[src/rtl/fetch_controller.sv]
// Instruction-fetch controller: owns the fetch PC, issues one outstanding imem request
// and buffers fetched words for decode. Optional macro FETCH_PERF_CNT_EN adds fetch_stall_cnt.
module fetch_controller #(
    parameter logic [31:0] RESET_PC  = 32'd0,
    parameter int          BUF_DEPTH = 2
) (
    input  logic        clk,
    input  logic        reset,
    output logic        imem_req,
    output logic [31:0] imem_addr,
    input  logic        imem_ack,
    input  logic [31:0] imem_rdata,
    output logic        if_valid,
    output logic [31:0] if_instr,
    output logic [31:0] if_pc,
    input  logic        if_ready,
    input  logic        redirect_valid,
    input  logic [31:0] redirect_base,
    input  logic [31:0] redirect_offset,
    input  logic        halt
`ifdef FETCH_PERF_CNT_EN
    ,
    output logic [31:0] fetch_stall_cnt
`endif
);

    localparam int PW = $clog2(BUF_DEPTH);
    localparam int CW = PW + 1;
    localparam logic [CW-1:0] DEPTH_C = CW'(BUF_DEPTH);

    typedef enum logic [1:0] {
        ST_IDLE,
        ST_FETCH,
        ST_KILL
    } state_t;

    state_t         r_state;
    logic [31:0]    r_fetch_pc;
    logic           r_req;
    logic [31:0]    r_addr;
    logic [CW-1:0]  r_count;
    logic [PW-1:0]  r_rd_ptr;
    logic [PW-1:0]  r_wr_ptr;
    logic [31:0]    r_mem_instr [BUF_DEPTH];
    logic [31:0]    r_mem_pc    [BUF_DEPTH];

    logic           w_pop;
    logic           w_push;
    logic [CW-1:0]  w_free;
    logic [31:0]    w_target;
    logic [31:0]    w_next_pc;

    assign imem_req  = r_req;
    assign imem_addr = r_addr;
    assign if_valid  = (r_count != '0);
    assign if_instr  = r_mem_instr[r_rd_ptr];
    assign if_pc     = r_mem_pc[r_rd_ptr];

    // Redirect outranks both FIFO ports: the flush wins over any same-cycle push or pop.
    assign w_pop     = if_valid && if_ready && !redirect_valid;
    assign w_push    = (r_state == ST_FETCH) && imem_ack && !redirect_valid;
    assign w_free    = DEPTH_C - r_count + CW'(w_pop);
    assign w_target  = redirect_base + 32'd4 + (redirect_offset << 2);
    assign w_next_pc = r_addr + 32'd4;

    always_ff @(posedge clk or negedge reset) begin
        if (!reset) begin
            r_count  <= '0;
            r_rd_ptr <= '0;
            r_wr_ptr <= '0;
            // NOTE: storage is cleared so if_instr/if_pc read 0 out of reset, not X.
            for (int i = 0; i < BUF_DEPTH; i++) begin
                r_mem_instr[i] <= '0;
                r_mem_pc[i]    <= '0;
            end
        end else if (redirect_valid) begin
            r_count  <= '0;
            r_rd_ptr <= '0;
            r_wr_ptr <= '0;
        end else begin
            if (w_push) begin
                r_mem_instr[r_wr_ptr] <= imem_rdata;
                r_mem_pc[r_wr_ptr]    <= r_addr;
                r_wr_ptr              <= r_wr_ptr + PW'(1);
            end
            if (w_pop) begin
                r_rd_ptr <= r_rd_ptr + PW'(1);
            end
            if (w_push && !w_pop) begin
                r_count <= r_count + CW'(1);
            end else if (!w_push && w_pop) begin
                r_count <= r_count - CW'(1);
            end
        end
    end

    // NOTE: all state here uses non-blocking assignments so every branch sees pre-edge values.
    always_ff @(posedge clk or negedge reset) begin
        if (!reset) begin
            r_state    <= ST_IDLE;
            r_fetch_pc <= RESET_PC;
            r_addr     <= RESET_PC;
            r_req      <= 1'b0;
        end else begin
            case (r_state)
                ST_IDLE: begin
                    if (redirect_valid) begin
                        r_fetch_pc <= w_target;
                    end else if (!halt && (w_free != '0)) begin
                        r_state <= ST_FETCH;
                        r_req   <= 1'b1;
                        r_addr  <= r_fetch_pc;
                    end
                end
                ST_FETCH: begin
                    if (redirect_valid) begin
                        r_fetch_pc <= w_target;
                        if (imem_ack) begin
                            r_state <= ST_IDLE;
                            r_req   <= 1'b0;
                        end else begin
                            r_state <= ST_KILL;
                        end
                    end else if (imem_ack) begin
                        r_fetch_pc <= w_next_pc;
                        if (!halt && (w_free > CW'(1))) begin
                            r_addr <= w_next_pc;
                        end else begin
                            r_state <= ST_IDLE;
                            r_req   <= 1'b0;
                        end
                    end
                end
                ST_KILL: begin
                    // The killed request stays on the bus until acked; its data is dropped.
                    if (redirect_valid) begin
                        r_fetch_pc <= w_target;
                    end
                    if (imem_ack) begin
                        r_state <= ST_IDLE;
                        r_req   <= 1'b0;
                    end
                end
                default: begin
                    r_state <= ST_IDLE;
                    r_req   <= 1'b0;
                end
            endcase
        end
    end

`ifdef FETCH_PERF_CNT_EN
    always_ff @(posedge clk or negedge reset) begin
        if (!reset) begin
            fetch_stall_cnt <= '0;
        end else if (r_req && !imem_ack) begin
            fetch_stall_cnt <= fetch_stall_cnt + 32'd1;
        end
    end
`endif

endmodule

[config.mk]
export PLATFORM = sky130hd
export DESIGN_NAME = fetch_controller
export DESIGN_NICKNAME = d
export VERILOG_FILES = /design/src/rtl/fetch_controller.sv
export SDC_FILE = /design/constraint.sdc
export NUM_CORES = 1
export LEC_CHECK = 0
export BUFFER_PORTS_ARGS = -buffer_cell sky130_fd_sc_hd__buf_2
export CAP_MARGIN = 25
export CORE_AREA = 2 2 145 147
export DETAILED_ROUTE_END_ITERATION = 10
export DIE_AREA = 0 0 147 149
export GPL_ROUTABILITY_DRIVEN = 0
export PLACE_DENSITY = 0.83
export RECOVER_POWER = 50
export SYNTH_ARGS = -nofsm -noshare
export SYNTH_HDL_FRONTEND = slang
export SYNTH_SLANG_ARGS = --single-unit
[constraint.sdc]
create_clock -name clk -period 2.8 [get_ports clk]
set_input_delay 0.56 -clock clk [delete_from_list [all_inputs] [get_ports clk]]
set_output_delay 0.56 -clock clk [all_outputs]
set_load 0.02 [all_outputs]
# Yosys cells after proc, flatten, opt, wreduce, memory -nomap -nowiden
# Index checks and enable logic that the tools add are counted.
# op_classes
muxes	42
n_addsub	9
n_lt_le_gt_ge	4
bitwise	3
eq_ne	11
reduce_logical	27
# op_table
cell	count
32-bit two-way mux	15
64-bit bitwise mux	2
32-bit case mux with 2 select lines	2
32-bit by 3-bit adder with 32-bit output (second input constant)	2
32-bit adder	1
32-bit demux with 1-bit select	1
2-bit two-way mux	10
2-bit nonzero test	6
1-bit two-way mux	10
2-bit inequality test (second input constant)	5
1-bit logical AND	9
3-bit inequality test (second input constant)	2
2-bit case mux with 3 select lines	1
6-bit AND reduction	1
5-bit AND reduction	1
2-bit >= comparator (second input constant)	2
1-bit logical NOT	4
2-bit by 1-bit inequality test with 1-bit output (second input constant)	2
1-bit inverter with 2-bit output	2
4-bit AND reduction	1
1-bit case mux with 3 select lines	1
3-bit AND reduction	1
3-bit nonzero test	1
1-bit adder (second input constant)	2
12 further kinds	12
# totals
output_inout_bits	98
reg_bits	199
word_cells	107
inputBits	102

# Logic depth before layout (Yosys ltp)
# Gate-level depths: netlist of the first run.
# depth
depth_word	10
depth_mapped	12
ltp_nobuf	12

# Least setup slack after synthesis of the first run
# Ideal clock, no wire load.
# synth_timing
path_kind	in2reg
startpoint	input port redirect_base[3]
endpoint	register r_fetch_pc[21]
arrival_ns	2.757
path_stages	10
slack_ns	-0.092
n_path_buf	0
cell_sequence	ha_1 -> ha_1 -> fa_1 -> a21oi_1 -> o221ai_1 -> a2111oi_0 -> nor2_1 -> o22ai_1 -> xor2_1 -> a21oi_1
# synth_between
elab_chain_cells	4
# synth_rtl
item	line	rtl
from (decl)	18	input logic [31:0] redirect_base,
32-bit by 3-bit adder with 32-bit output *	63	assign w_target = redirect_base + 32'd4 + (redirect_offset << 2);
32-bit adder *	63	
32-bit two-way mux, on equally long branches	107, 136, 116	
32-bit case mux with 2 select lines *	105	case (r_state)
to (signal assigned)	108	r_fetch_pc <= w_target;
to (signal assigned)	117	r_fetch_pc <= w_target;
to (signal assigned)	137	r_fetch_pc <= w_target;
to (decl)	38	logic [31:0] r_fetch_pc;
# Mark *: on every way between the ends. The rest lies on a longest branch, timed or not. The select of a mux whose other input is x is not followed.
# A chain may end at the register's enable or synchronous reset.

# Worst setup path in the final report of the first run
# layout_timing
startpoint	input port redirect_base[3]
endpoint	register r_fetch_pc[31]
# The elaborated chain is that of the path after synthesis.

==> results.py, run 1 <==
metrics = {
    "layout": {
        "area_growth_pct": 21.0,
        "drive_gt1_frac": 0.372,
        "n_antenna_cell": 0,
        "nets": 1490,
        "fill_cells": 1543,
    },
    "placement": {
        "io_buffers": 197,
        "dp_hpwl_um": 20300,
    },
    "power": {
        "cellLeakagePower_nw": 6.47,
        "ir_worst_vdd_uv": 417,
        "powerDensity_nw_per_um2": 911,
    },
    "timing": {
        "worst_slew_pin_slew_ns": 1.74,
        "setup_violations": 0,
        "hold_viol": 0,
        "timing.fmax_ghz": 0.374,
        "clock-skew-final_ns": 0.00956,
        "setup_tns_ns": 0,
        "slew_headroom": -0.163,
        "rsz0062_at_grt": "no",
        "slew_viol_final": 70,
        "fin_hold_ws_ns": 0.358,
        "fin_crit_sh": 0.955,
        "period_minus_slack_ns": 2.67,
    },
    "synthesis": {
        "synth_most_common_cell": "dfrtp_1",
        "ys.warnings.count": 0,
        "yosys-top-cells-area": "dfrtp_1, mux2_2, ha_1",
        "synth_async_sr_flop_share": 1.00,
        "syn_area_um2": 11500,
        "ys.flop_type": "dfrtp_1",
        "synth_seq_cells": 199,
        "syn-num-nets": 1251,
        "synth_cells": 1089,
        "ys_seq_area_frac": 0.434,
        "synth_area_leader_cell": "dfrtp_1",
        "synth.avg_cell_area_um2": 10.5,
        "ys_types": 61,
        "synth-edff-count": 0,
        "synth_top_area_share": 0.434,
        "synthTopCellsByCount": "dfrtp_1, mux2_2, a21oi_1, nand2_1, nor2_1",
    },
    "run_status": {
        "violations": "capacitance limit, slew limit",
        "status": "complete, but fails checks",
    },
    "global_route": {
        "overflow": 0,
        "antenna_found_initial": 0,
        "grt_pass1_vias": 9076,
        "grt_pass1_wl_um": 45400,
        "grt_use_total": 0.258,
        "grt_max_degree": 71,
    },
    "clock_tree": {
        "cts-resized-gates": 0,
        "cts_setup_buffers": 0,
        "numClockSinks": 199,
        "clock_latency_ns": 0.43,
        "numCtsBuffers": 17,
        "clkTransAtPathRegs_ns": 0.07,
        "cts_tree": "built",
        "clockBufferDepth": 2,
        "cts_max_level": 4,
        "hold_buffers": 0,
        "clockRootBuffer": "clkbuf_16",
    },
    "critical_path": {
        "setup.worst_path.end_class": "flip-flop",
        "path_max_fanout": 4,
        "crit_type": "in -> reg",
        "cp.required_ns": 3.13,
        "start_kind": "input port",
        "cp.arrival_ns": 3.00,
    },
    "route": {
        "vias": 9329,
        "drc_errors": 0,
        "wl_met3_um": 1640,
        "wl_met2_um": 13800,
        "wirelength_met1_um": 12200,
        "detail_route.first_pass.iterations": 5,
        "drtIter0Drc": 668,
        "highest_layer": "met4",
        "wl_um": 28200,
        "routedWlPerCell_um": 17.4,
        "vias_per_cell": 5.77,
        "ant_nets": 0,
    },
    "floorplan": {
        "die_y_um": 149,
        "ios": 200,
        "rows": 53,
        "placeableCoreArea_um2": 20600,
        "dieArea_um2": 21900,
        "die_x_um": 147,
        "initial_core_util": 0.558,
    },
    "flow_run": {
        "maxCapViolCount": 1,
    },
    "min_path": {
        "worstHoldPathType": "in -> reg",
    },
}
[through the flow]
step / utilization / area, um2 / power, mW / instances / worst slack [ns]
detailed placement: 0.648 / 13300 / 10.0 / 1584 / -0.315
finish: 0.675 / 13900 / 12.6 / 1616 / 0.127
CTS: 0.679 / 14000 / 12.7 / 1616 / 0.0491
global placement: 0.648 / 13300 / 9.80 / 1584 / -0.224
global route: 0.675 / 13900 / 13.3 / 1616 / 0.0172
floorplan: - / 11500 / 8.16 / 1089 / 0.0210
[layout by cell type, fill, tap and decap left out, drive strengths merged, types with 4 or more instances in the layout]
master | synthesis | final
ha | 59 | 59
and3 | 13 | 13
clkbuf | 38 | 57
nor4 | 6 | 6
a221oi | 5 | 5
a211oi | 10 | 10
mux2 | 193 | 193
nand4 | 10 | 10
nor2b | 7 | 7
nand2 | 85 | 85
o31ai | 4 | 4
inv | 15 | 20
o21ai | 54 | 54
nand3 | 36 | 36
clkinv | 0 | 4
o22ai | 15 | 15
a31oi | 6 | 6
bufinv | 0 | 4
nor3 | 14 | 14
a21o | 13 | 13
o211ai | 6 | 6
a21oi | 87 | 87
and4 | 4 | 4
o221ai | 5 | 5
or2 | 6 | 6
xor2 | 26 | 26
a22oi | 7 | 7
xnor2 | 29 | 29
dfrtp | 199 | 199
buf | 31 | 249
nor2 | 70 | 70
[cells by family after synthesis]
family          share of synthesized area
mux                                 0.191
buf+inv                            0.0311
flops                               0.434
fa+ha+maj                          0.0661
xor+xnor                           0.0427
compound gates                      0.125
simple gates                        0.109
[registers in the layout, summed over array words and instances (netlist names)]
signal / count
r_state: 2
imem_req: 1
r_mem_pc: 64
imem_addr: 32
r_fetch_pc: 32
r_mem_instr: 64
r_wr_ptr: 1
r_count: 2
r_rd_ptr: 1
[where the power goes]
part / internal, mW / leakage (nW) / switching [mW]
clock network: 1.52 / 0.307 / 1.12
logic: 2.24 / 3.70 / 2.82
registers: 3.96 / 2.46 / 0.972
total: 7.72 / 6.47 / 4.92
[layer usage]
layer | vias up | global-route usage
met5 | - | 0
li1 | 4423 | -
met1 | 4528 | 0.341
met2 | 337 | 0.443
met4 | 0 | 0.0774
met3 | 41 | 0.0388
[worst max-delay path: stages]
cell and delay (ns):
buf_2 0.10, ha_1 0.29, ha_1 0.23, fa_2 0.36, a21oi_2 0.19, o22ai_1 0.12
a211oi_2 0.22, buf_4 0.17, a211oi_1 0.07, a211oi_1 0.31, xnor2_1 0.13, a221oi_1 0.24
[area by class of cell]
cell class / instances / area [um2] / area share
Sequential cell: 199 / 4980 / 0.359
Timing Repair Buffer: 289 / 1700 / 0.123
Clock inverter: 15 / 213 / 0.0153
Inverter: 15 / 56.3 / 0.00406
Multi-Input combinational cell: 806 / 6150 / 0.443
Tap cell: 275 / 344 / 0.0248
Clock buffer: 17 / 425 / 0.0307
[final timing paths]
path	from	endpoint	slack (ns)	depth (start not counted)
max	redirect_base[3]	r_fetch_pc[31]$_DFFE_PN0P_	0.13	12
min	imem_ack	r_state[1]$_DFFE_PN0P_	0.36	2
max reg2reg	imem_addr[2]$_DFFE_PN0P_	r_fetch_pc[23]$_DFFE_PN0P_	0.20	7
min reg2reg	r_fetch_pc[20]$_DFFE_PN0P_	r_fetch_pc[20]$_DFFE_PN0P_	0.48	2
max in group asynchronous	reset	r_fetch_pc[26]$_DFFE_PN0P_	0.52	2
min in group asynchronous	reset	r_mem_instr[10]$_DFFE_PN0P_	0.59	1
Note: power is estimated with default switching activity, not from simulation.
==> inputs of run 2 (changes only) <==
--- a/config.mk
+++ b/config.mk
@@ -5,13 +5,15 @@
 export SDC_FILE = /design/constraint.sdc
 export NUM_CORES = 1
 export LEC_CHECK = 0
+export ABC_AREA = 1
 export BUFFER_PORTS_ARGS = -buffer_cell sky130_fd_sc_hd__buf_2
 export CAP_MARGIN = 25
-export CORE_AREA = 2 2 145 147
+export CORE_AREA = 2 2 148 150
 export DETAILED_ROUTE_END_ITERATION = 10
-export DIE_AREA = 0 0 147 149
+export DIE_AREA = 0 0 150 152
 export GPL_ROUTABILITY_DRIVEN = 0
-export PLACE_DENSITY = 0.83
+export GPL_TIMING_DRIVEN = 0
+export PLACE_DENSITY = 0.84
 export RECOVER_POWER = 50
 export SYNTH_ARGS = -nofsm -noshare
 export SYNTH_HDL_FRONTEND = slang
==> results.py, run 2 <==
metrics = {
    "run_status": {
        "status": "complete, but fails checks",
        "violations": "capacitance limit, slew limit",
    },
    "synthesis": {
        "syn-num-nets": 1881,
        "syn_area_um2": 12100,
        "synth.avg_cell_area_um2": 7.05,
        "synth_top_area_share": 0.411,
        "synth_seq_cells": 199,
        "ys.warnings.count": 0,
        "synth_async_sr_flop_share": 1.00,
        "synth_cells": 1719,
        "ys_seq_area_frac": 0.411,
        "ys_types": 37,
        "synth_area_leader_cell": "dfrtp_1",
        "ys.flop_type": "dfrtp_1",
        "synthTopCellsByCount": "nand2_1, dfrtp_1, inv_1, o21ai_1, nor2_1",
        "yosys-top-cells-area": "dfrtp_1, nand2_1, inv_1",
        "synth_most_common_cell": "nand2_1",
        "synth-edff-count": 0,
    },
    "layout": {
        "finalCoreUtilization": 0.654,
        "nets": 2096,
        "regArea_um2": 4980,
        "multi_input_area_um2": 6070,
        "final_cells": 2227,
        "top_regs": "r_mem_instr (64), r_mem_pc (64)",
        "area_growth_pct": 15.2,
        "fill_cells": 1894,
        "layout_commonest_cell": "nand2_1",
        "drive_gt1_frac": 0.129,
        "final_cell_mix": "nand2_1, inv_1, dfrtp_1",
    },
    "timing": {
        "rsz0062_at_grt": "no",
        "period_minus_slack_ns": 2.60,
        "slew_headroom": -0.232,
        "hold_viol": 0,
        "slew_viol_final": 72,
        "worst_slew_pin_slew_ns": 1.85,
        "fin_crit_sh": 0.929,
        "timing.fmax_ghz": 0.384,
        "clock-skew-final_ns": 0.0109,
        "setup_violations": 0,
    },
    "power": {
        "cellLeakagePower_nw": 7.58,
        "ir_worst_vdd_uv": 484,
        "powerDensity_nw_per_um2": 957,
    },
    "clock_tree": {
        "clockRootBuffer": "clkbuf_16",
        "clockBufferDepth": 2,
        "clock_latency_ns": 0.44,
        "cts_tree": "built",
        "numClockSinks": 199,
        "hold_buffers": 0,
        "cts_setup_buffers": 0,
        "numCtsBuffers": 17,
        "clkTransAtPathRegs_ns": 0.07,
        "cts_max_level": 4,
    },
    "route": {
        "wl_um": 34700,
        "drc_errors": 0,
        "vias": 12338,
        "vias_per_cell": 5.54,
        "routedWlPerCell_um": 15.6,
        "drtIter0Drc": 1095,
        "detail_route.first_pass.iterations": 6,
        "ant_nets": 0,
    },
    "floorplan": {
        "die_y_um": 152,
        "dieArea_um2": 22800,
        "rows": 54,
        "die_x_um": 150,
        "placeableCoreArea_um2": 21400,
        "ios": 200,
        "initial_core_util": 0.568,
    },
    "critical_path": {
        "cp.required_ns": 2.24,
        "cpMaxStageDelayCell": "clkbuf_1",
        "timing.rr.end": "imem_addr[22]$_DFFE_PN0P_",
        "cp.arrival_ns": 2.04,
        "reg2reg_slack_ns": 0.41,
        "reg2reg_depth": 14,
        "crit_type": "reg -> out",
        "crit-reg2reg-launch": "r_count[1]$_DFFE_PN0P_",
        "crit_path_start": "r_rd_ptr$_DFFE_PN0P_",
        "path_max_fanout": 12,
        "cp-endpoint": "if_instr[2]",
        "start_kind": "flip-flop",
        "setup.worst_path.end_class": "output port",
        "cpMostUsedCell": "nand2_1",
        "max_stage_delay_ns": 0.45,
        "crit_chain": "inv_1 -> clkbuf_1 -> nand2_1 -> nand2_1 -> buf_2",
    },
    "global_route": {
        "grt_use_total": 0.307,
        "grt_pass1_vias": 11619,
        "overflow": 0,
        "antenna_found_initial": 0,
        "grt_max_degree": 129,
        "grt_pass1_wl_um": 56100,
    },
    "placement": {
        "io_buffers": 196,
        "placed_cells_incl_taps": 2196,
        "dp_hpwl_um": 26300,
    },
    "flow_run": {
        "maxCapViolCount": 1,
    },
    "min_path": {
        "min_path_cells": 2,
        "worstHoldPathType": "in -> reg",
    },
}
## run 2: cell types whose count changed after synthesis, sizes merged, moves of 14 or more
cell | before | now
o211ai | 6 | 20
a21oi | 87 | 35
nand2 | 85 | 682
nor2 | 70 | 98
xnor2 | 29 | 0
o21ai | 54 | 186
mux2 | 193 | 0
inv | 15 | 200
nand3 | 36 | 81
## run 2: worst min-delay path by stage
stage                                     from                    endpoint  slack, ns
floorplan                                reset    imem_addr[0]$_DFFE_PN0P_       0.26
global placement    r_fetch_pc[20]$_DFFE_PN0P_  r_fetch_pc[20]$_DFFE_PN0P_       0.46
detailed placement  r_fetch_pc[21]$_DFFE_PN0P_  r_fetch_pc[21]$_DFFE_PN0P_       0.46
CTS                                      reset  r_mem_instr[3]$_DFFE_PN0P_       0.08
global route                          imem_ack      r_state[1]$_DFFE_PN0P_       0.31
finish                                imem_ack      r_state[1]$_DFFE_PN0P_       0.33
## run 2: worst max-delay path, delay by kind of cell, from the launching register on
family | cells | cell delay [ns]
buffers and inverters | 3 | 1.01
DFF | 1 | 0.39
and+or+nand+nor | 2 | 0.21
## run 2: final cells by class
| type | count | area share |
|---|---|---|
| clock buffers | 21 | 0.0322 |
| plain buffers | 65 | 0.0207 |
| diodes | 1 | 0.000179 |
| flip-flops and latches | 199 | 0.357 |
| well taps | 280 | 0.0251 |
| repair buffers | 197 | 0.0698 |
| inverters | 202 | 0.0543 |
| clock inverters | 10 | 0.00681 |
| multi-input cells | 1252 | 0.434 |
## run 2: stage by stage
stage	instance area (um2)	setup WS, ns	total power [mW]	hold slack [ns]	TNS [ns]
6_report	14000	0.198	13.4	0.327	0
5_1_grt	14000	0.0763	14.2	0.313	0
4_1_cts	14000	0.0661	13.3	0.0822	0
3_5_place_dp	13500	0.000127	11.0	0.461	0
3_3_place_gp	13500	-1.96	10.7	0.458	-385.73
2_1_floorplan	12100	0.436	8.82	0.264	0
## run 2: kinds of logic after synthesis
family | after synthesis | share of synthesized area
flip-flops | 199 | 0.411
XOR/XNOR | 23 | 0.0166
AO/OA/AOI/OAI | 267 | 0.118
adder cells (fa/ha/maj) | 60 | 0.0625
AND/OR/NAND/NOR | 902 | 0.305
buffers and inverters | 268 | 0.0875
## run 2: what timing repair did
item / in CTS / in global routing
resized for setup: 0 / 2
endpoints found under the setup margin: 7 / 5
pin swaps: 0 / 0
## run 2: routing by layer
metal / track usage / wire length [um]
met3: 0.0417 / 2800
met4: 0.155 / 1570
met5: 0 / 0
met1: 0.406 / 14100
met2: 0.495 / 16200
## run 2: where the power goes
part	internal [mW]	total, mW	switching, mW
combinational	1.88	6.10	4.22
clock	1.25	2.35	1.10
sequential	4.07	4.92	0.857
total	7.20	13.4	6.17
